$ cat src/rtl/ps2_mouse_pkg.sv
// Shared definitions for the PS/2 mouse tracker: packet FSM states and byte0 bit positions.
package ps2_mouse_pkg;

   typedef enum logic [2:0] {
      S_B0  = 3'd0,
      S_B1  = 3'd1,
      S_B2  = 3'd2,
      S_B3  = 3'd3,
      S_UPD = 3'd4
   } ps2State_e;

   localparam int unsigned SYNC = 3;
   localparam int unsigned XS   = 4;
   localparam int unsigned YS   = 5;
   localparam int unsigned XO   = 6;
   localparam int unsigned YO   = 7;

   // PS/2 motion is a 9-bit two's complement value split between byte0 (sign) and a data byte.
   function automatic logic signed [8:0] packDelta(input logic sign, input logic [7:0] mag);
      return $signed({sign, mag});
   endfunction

endpackage

$ cat src/rtl/ps2_packet_assembler.sv
// Collects PS/2 mouse bytes into a packet with sync-bit alignment and an inter-byte timeout.
// With MOUSE_WHEEL_EN defined, packets carry a fourth (wheel) byte.
module ps2_packet_assembler
   import ps2_mouse_pkg::*;
#(
   parameter int TIMEOUT = 50000
) (
   input  logic       clk,
   input  logic       reset,
   input  logic [7:0] rx_data,
   input  logic       rx_valid,
   output logic       pkt_valid,
   output logic [7:0] byte0,
   output logic [7:0] byte1,
   output logic [7:0] byte2
`ifdef MOUSE_WHEEL_EN
   ,
   output logic [7:0] byte3
`endif
);

   localparam int TW = $clog2(TIMEOUT) + 1;
   localparam logic [TW-1:0] TLAST = TW'(TIMEOUT - 1);

   ps2State_e     state_q, state_d;
   logic [TW-1:0] timer_q, timer_d;
   logic [7:0]    b0_q, b0_d, b1_q, b1_d, b2_q, b2_d;
   logic          inPacket;
`ifdef MOUSE_WHEEL_EN
   logic [7:0]    b3_q, b3_d;
`endif

   always_ff @(posedge clk or posedge reset) begin
      if (reset) begin
         state_q <= S_B0;
         timer_q <= '0;
         b0_q    <= '0;
         b1_q    <= '0;
         b2_q    <= '0;
`ifdef MOUSE_WHEEL_EN
         b3_q    <= '0;
`endif
      end else begin
         state_q <= state_d;
         timer_q <= timer_d;
         b0_q    <= b0_d;
         b1_q    <= b1_d;
         b2_q    <= b2_d;
`ifdef MOUSE_WHEEL_EN
         b3_q    <= b3_d;
`endif
      end
   end

   // A byte arriving on the very cycle the timer expires still counts; otherwise an
   // expired timer abandons the partial packet without touching any output.
   always_comb begin
      state_d  = state_q;
      timer_d  = timer_q;
      b0_d     = b0_q;
      b1_d     = b1_q;
      b2_d     = b2_q;
`ifdef MOUSE_WHEEL_EN
      b3_d     = b3_q;
`endif
      inPacket = (state_q == S_B1) || (state_q == S_B2) || (state_q == S_B3);

      if (inPacket) begin
         if (rx_valid) begin
            timer_d = '0;
         end else if (timer_q == TLAST) begin
            timer_d = '0;
            state_d = S_B0;
         end else begin
            timer_d = timer_q + 1'b1;
         end
      end else begin
         timer_d = '0;
      end

      case (state_q)
         S_B0: begin
            if (rx_valid && rx_data[SYNC]) begin
               b0_d    = rx_data;
               state_d = S_B1;
            end
         end
         S_B1: begin
            if (rx_valid) begin
               b1_d    = rx_data;
               state_d = S_B2;
            end
         end
         S_B2: begin
            if (rx_valid) begin
               b2_d    = rx_data;
`ifdef MOUSE_WHEEL_EN
               state_d = S_B3;
`else
               state_d = S_UPD;
`endif
            end
         end
`ifdef MOUSE_WHEEL_EN
         S_B3: begin
            if (rx_valid) begin
               b3_d    = rx_data;
               state_d = S_UPD;
            end
         end
`endif
         S_UPD: begin
            state_d = S_B0;
         end
         default: begin
            state_d = S_B0;
         end
      endcase
   end

   assign pkt_valid = (state_q == S_UPD);
   assign byte0     = b0_q;
   assign byte1     = b1_q;
   assign byte2     = b2_q;
`ifdef MOUSE_WHEEL_EN
   assign byte3     = b3_q;
`endif

endmodule

$ cat src/rtl/ps2_mouse_tracker.sv
// PS/2 mouse tracker: clamped absolute cursor, buttons and warp port on top of the packet assembler.
// Optional feature macro MOUSE_WHEEL_EN adds IntelliMouse wheel accumulation and the wheel port.
module ps2_mouse_tracker
   import ps2_mouse_pkg::*;
#(
   parameter int CW        = 12,
   parameter int MAX_X     = 1023,
   parameter int MAX_Y     = 767,
   parameter int INIT_X    = 0,
   parameter int INIT_Y    = 0,
   parameter int DIV_SHIFT = 0,
   parameter int TIMEOUT   = 50000
) (
   input  logic          clk,
   input  logic          reset,
   input  logic [7:0]    rx_data,
   input  logic          rx_valid,
   input  logic          load,
   input  logic [CW-1:0] load_x,
   input  logic [CW-1:0] load_y,
   output logic [CW-1:0] pos_x,
   output logic [CW-1:0] pos_y,
   output logic [2:0]    btn,
   output logic          pkt_strobe,
   output logic          ovf_err
`ifdef MOUSE_WHEEL_EN
   ,
   output logic [7:0]    wheel
`endif
);

   localparam int SW = CW + 2;

   logic          pktValid;
   logic [7:0]    byte0, byte1, byte2;
`ifdef MOUSE_WHEEL_EN
   logic [7:0]    byte3;
   logic [7:0]    wheel_q, wheel_d;
`endif

   logic [CW-1:0]        posX_q, posX_d, posY_q, posY_d;
   logic [2:0]           btn_q, btn_d;
   logic                 strobe_q, strobe_d;
   logic                 ovf_q, ovf_d;
   logic signed [8:0]    dxRaw, dyRaw, dxScaled, dyScaled;
   logic signed [SW-1:0] sumX, sumY;
   logic [CW-1:0]        loadXClamped, loadYClamped;
   logic                 unusedSync;

   ps2_packet_assembler #(
      .TIMEOUT(TIMEOUT)
   ) u_assembler (
      .clk      (clk),
      .reset    (reset),
      .rx_data  (rx_data),
      .rx_valid (rx_valid),
      .pkt_valid(pktValid),
      .byte0    (byte0),
      .byte1    (byte1),
      .byte2    (byte2)
`ifdef MOUSE_WHEEL_EN
      ,
      .byte3    (byte3)
`endif
   );

   assign unusedSync = byte0[SYNC];

   function automatic logic [CW-1:0] clampCoord(input logic signed [SW-1:0] v, input int maxv);
      logic signed [SW-1:0] maxS;
      maxS = SW'(maxv);
      if (v < 0) begin
         return '0;
      end else if (v > maxS) begin
         return CW'(maxv);
      end else begin
         return v[CW-1:0];
      end
   endfunction

   // Screen Y grows downward while PS/2 +dy means up, hence the subtraction for Y.
   always_comb begin
      dxRaw    = byte0[XO] ? 9'sd0 : packDelta(byte0[XS], byte1);
      dyRaw    = byte0[YO] ? 9'sd0 : packDelta(byte0[YS], byte2);
      dxScaled = dxRaw >>> DIV_SHIFT;
      dyScaled = dyRaw >>> DIV_SHIFT;
      sumX     = $signed({2'b00, posX_q}) + $signed({{(SW-9){dxScaled[8]}}, dxScaled});
      sumY     = $signed({2'b00, posY_q}) - $signed({{(SW-9){dyScaled[8]}}, dyScaled});
      loadXClamped = (load_x > CW'(MAX_X)) ? CW'(MAX_X) : load_x;
      loadYClamped = (load_y > CW'(MAX_Y)) ? CW'(MAX_Y) : load_y;
   end

   // A warp overrides the packet's motion, but buttons, wheel and strobes still follow the packet.
   always_comb begin
      posX_d   = posX_q;
      posY_d   = posY_q;
      btn_d    = btn_q;
      strobe_d = pktValid;
      ovf_d    = pktValid && (byte0[XO] || byte0[YO]);
`ifdef MOUSE_WHEEL_EN
      wheel_d  = wheel_q;
`endif
      if (pktValid) begin
         posX_d  = clampCoord(sumX, MAX_X);
         posY_d  = clampCoord(sumY, MAX_Y);
         btn_d   = byte0[2:0];
`ifdef MOUSE_WHEEL_EN
         wheel_d = wheel_q + {{4{byte3[3]}}, byte3[3:0]};
`endif
      end
      if (load) begin
         posX_d = loadXClamped;
         posY_d = loadYClamped;
      end
   end

   always_ff @(posedge clk or posedge reset) begin
      if (reset) begin
         posX_q   <= CW'(INIT_X);
         posY_q   <= CW'(INIT_Y);
         btn_q    <= '0;
         strobe_q <= 1'b0;
         ovf_q    <= 1'b0;
`ifdef MOUSE_WHEEL_EN
         wheel_q  <= '0;
`endif
      end else begin
         posX_q   <= posX_d;
         posY_q   <= posY_d;
         btn_q    <= btn_d;
         strobe_q <= strobe_d;
         ovf_q    <= ovf_d;
`ifdef MOUSE_WHEEL_EN
         wheel_q  <= wheel_d;
`endif
      end
   end

   assign pos_x      = posX_q;
   assign pos_y      = posY_q;
   assign btn        = btn_q;
   assign pkt_strobe = strobe_q;
   assign ovf_err    = ovf_q;
`ifdef MOUSE_WHEEL_EN
   assign wheel      = wheel_q;
`endif

endmodule
$ cat config.mk
export PLATFORM = sky130hd
export DESIGN_NAME = ps2_mouse_tracker
export DESIGN_NICKNAME = d
export VERILOG_FILES = /design/src/rtl/ps2_mouse_pkg.sv /design/src/rtl/ps2_packet_assembler.sv /design/src/rtl/ps2_mouse_tracker.sv
export SDC_FILE = /design/constraint.sdc
export NUM_CORES = 1
export LEC_CHECK = 0
export CORE_UTILIZATION = 41
export DETAILED_ROUTE_END_ITERATION = 6
export GPL_TIMING_DRIVEN = 0
export SLEW_MARGIN = 25
export SYNTH_ARGS = -nofsm -noshare
export SYNTH_HDL_FRONTEND = slang
export SYNTH_SLANG_ARGS = --single-unit
$ cat constraint.sdc
create_clock -name clk -period 3.1 [get_ports clk]
set_clock_uncertainty 0.05 [all_clocks]
set_input_delay 0.31 -clock clk [delete_from_list [all_inputs] [get_ports clk]]
set_output_delay 0.31 -clock clk [all_outputs]
set_load 0.02 [all_outputs]
==> results.json <==
{
  "status": "finished clean",
  "synth.distinct_cells": 55,
  "clkPwrFrac_pct": 14.7,
  "grt_overflow": 0,
  "clockRootBuffer": "clkbuf_8",
  "coreArea_um2": 10500,
  "path_depth": 12,
  "reg2regPathDepth": 12,
  "leakagePower_nw": 2.27,
  "cts.sinks": 72,
  "stdcell_count": 700,
  "fin_ws_ns": 0.143,
  "io_buffers": 63,
  "htreeDepth": 3,
  "drv_cap": 0,
  "rsz0062_at_grt": "true",
  "place_ws_ns": -0.336,
  "dieArea_um2": 11500,
  "cts_tree": "yes",
  "ys_async_sr_fraction_pct": 100,
  "relSlewSlack_pct": 50.3,
  "setup_viol": 0,
  "syn2layout_area_growth_pct": 24.3,
  "cts_hold_buf": 0,
  "routed_wl_mm": 11.0,
  "p_int_mw": 2.97,
  "drt_iter0_markers": 164,
  "path_clk_slew_ns": 0.09,
  "drive_gt1_share_pct": 11.7,
  "routed_via_density": 5.39,
  "seq_area_frac_synth_pct": 39.8,
  "ys_top_cells_by_area": "dfrtp_1, mux2_2, ha_1, nor2_1, a21oi_1",
  "arrival_ns": 3.12,
  "antenna_cells": 0,
  "synth_nets": 548,
  "worst_setup_path_start_kind": "flip-flop",
  "powerDensity_nw_per_um2": 924,
  "hold_path.class": "in -> async",
  "remaining_drc_errors": 0,
  "yosysWarnings": 0,
  "die_y_um": 107,
  "tightest_slew_ns": 0.743,
  "synth.largest_area_cell": "dfrtp_1",
  "placed_cells": 685,
  "fin_crit_ns": 2.96,
  "insertion_delay_ns": 0.35,
  "cts.path.max_buffers": 2,
  "switchingPower_mw": 2.23,
  "timing.hold.ws_ns": 0.271,
  "cp_max_fo": 10,
  "period_share_pct": 95.4,
  "netlist_instances": 485,
  "cp_cell_sequence": "clkbuf_4 -> nor2b_1 -> ha_1 -> fa_2 -> nand2b_1 -> a21oi_2 -> o21ai_4 -> o21ai_2 -> o41ai_2 -> a2111oi_4 -> buf_6 -> a41oi_1",
  "first_pass_iters": 4,
  "numCtsBuffers": 9,
  "fillers": 991,
  "antenna_found_initial": 0,
  "synth_edf_count": 0,
  "track_usage_pct": 20.0,
  "path_buf_inv": 2,
  "wl_per_cell_um": 15.7,
  "cp_slowest_cell": "a2111oi_4",
  "ir_drop_mv": 0.315,
  "num_vias": 3773,
  "yosys.area.top_type_share_pct": 39.8,
  "pin_count": 65,
  "slowest_delay_ns": 0.46,
  "grt_pass1_vias": 3612,
  "num_rows": 37,
  "nets": 622,
  "finalSetupTns_ns": 0,
  "ant_nets": 0,
  "dpl.hpwl_mm": 8.02,
  "gp_congestion": 0.868,
  "syn_area_um2": 4520,
  "hold_violations": 0,
  "power_frac_comb_pct": 58.9,
  "switching_share_pct": 42.9,
  "avgSynthCellArea_um2": 9.33,
  "crit_family": "compound AO/OA/AOI/OAI gates",
  "crit_type": "reg -> reg",
  "die_x_um": 107,
  "grt_pass1_wl_mm": 18.0,
  "seq_power_share_pct": 26.5,
  "end_kind": "flip-flop",
  "worstPathRequired_ns": 3.27,
  "ys_seq_elements": 72,
  "drv_slew": 0,
  "synthFlopType": "dfrtp_1",
  "fmax_mhz": 338,
  "start_util_pct": 43.0,
  "grt_max_degree": 39
}
-- registers in the layout, summed over array words and instances, names as in the netlist --
name / flops
btn: 3
ovf_err: 1
pkt_strobe: 1
pos_x: 12
pos_y: 12
u_assembler.byte0: 7
u_assembler.byte1: 8
u_assembler.byte2: 8
u_assembler.state_q: 3
u_assembler.timer_q: 17
-- kinds of logic (layout without fill, tap and decap cells) --
family | Yosys count | in the layout | share of synthesized area (%)
AND/OR/NAND/NOR | 171 | 171 | 18.7
AO/OA/AOI/OAI | 119 | 119 | 16.9
flip-flops | 72 | 72 | 39.8
multiplexers | 33 | 33 | 8.11
buffers and inverters | 32 | 111 | 2.66
XOR/XNOR | 31 | 31 | 6.00
adder cells (fa/ha/maj) | 27 | 27 | 7.80
-- per-layer routing --
metal  GRT usage (%)  routed length [µm]
met5               0                   0
met4            3.82                  73
met3            4.26                 458
met2            34.7                5360
met1            25.7                5060
-- what timing repair did --
action / in CTS / in global routing
cloned: 0 / 1
pin swaps: 1 / 3
setup endpoints to repair: 10 / 17
buffers inserted: 1 / 0
resized for setup: 7 / 12
-- through the flow --
step	cell area (µm²)	power, mW	util [%]
global placement	5320	4.19	50.7
detailed placement	5350	4.24	50.9
floorplan	4520	3.53	-
finish	5620	5.20	53.5
global route	5620	5.62	53.5
CTS	5580	5.11	53.1
-- worst paths after layout --
check                                    endpoint  slack (ns)              startpoint
hold / removal               u_assembler.byte0[0]        0.27                   reset
min in group clk           u_assembler.timer_q[0]        0.41  u_assembler.timer_q[0]
setup reg to reg                         pos_y[0]        0.14    u_assembler.byte0[7]
hold reg to reg            u_assembler.timer_q[0]        0.41  u_assembler.timer_q[0]
setup / recovery                         pos_y[0]        0.14    u_assembler.byte0[7]
max in group asynchronous                pos_y[8]        2.17                   reset
-- Yosys cell counts, drive strengths merged (9+ instances only) --
cell / instances
a21oi: 36
and2: 9
nand2b: 12
o21ai: 35
nor2: 71
xnor2: 18
ha: 25
inv: 16
mux2: 29
dfrtp: 72
xor2: 13
nand3: 10
clkbuf: 15
nand2: 25
nor2b: 13
-- placed cells by master, fill, tap and decap left out, drive strengths merged, types with 3 or more instances in the layout --
| cell type | instances |
|---|---|
| nand3 | 10 |
| a211oi | 5 |
| clkinv | 3 |
| and2 | 9 |
| and3 | 7 |
| nor2b | 13 |
| nand2 | 25 |
| a41oi | 5 |
| a21oi | 36 |
| ha | 25 |
| o21ai | 35 |
| mux2 | 29 |
| a21o | 4 |
| nor2 | 71 |
| buf | 3 |
| xnor2 | 18 |
| nand2b | 12 |
| clkbuf | 23 |
| xor2 | 13 |
| nor3 | 5 |
| o211ai | 4 |
| mux2i | 4 |
| o21bai | 6 |
| inv | 17 |
| a31oi | 8 |
| nor4 | 3 |
| dfrtp | 72 |
| clkdlybuf4s50 | 63 |
-- worst reg2reg max path, delay by kind of cell, from the launching register on --
family / cells / cell delay, ns
AOI/OAI and AO/OA: 6 / 1.22
adders and majority gates: 2 / 0.58
buffers and inverters: 2 / 0.39
DFF: 1 / 0.36
and+or+nand+nor: 2 / 0.25
-- cell type report --
cell class                      instances  area (µm²)  share of cell area [%]
Tap cell                              136         170                    3.03
Sequential cell                        72        1800                    32.0
Inverter                               16        62.6                    1.11
Clock buffer                           10         128                    2.27
Clock inverter                          6        68.8                    1.22
Multi-Input combinational cell        381        2670                    47.5
Timing Repair Buffer                   66         669                    11.9
Buffer                                 13        52.6                   0.935
-- power by group through the flow --
| stage | sequential, mW | clock, mW | combinational (mW) |
|---|---|---|---|
| after CTS | 1.36 | 0.790 | 2.96 |
| final | 1.37 | 0.763 | 3.06 |
| after global routing | 1.41 | 0.827 | 3.38 |
| after global placement | 1.36 | 0 | 2.82 |
| after detailed placement | 1.37 | 0 | 2.86 |
| after floorplan | 1.42 | 0 | 2.10 |
(Power assumes the default switching activity.)
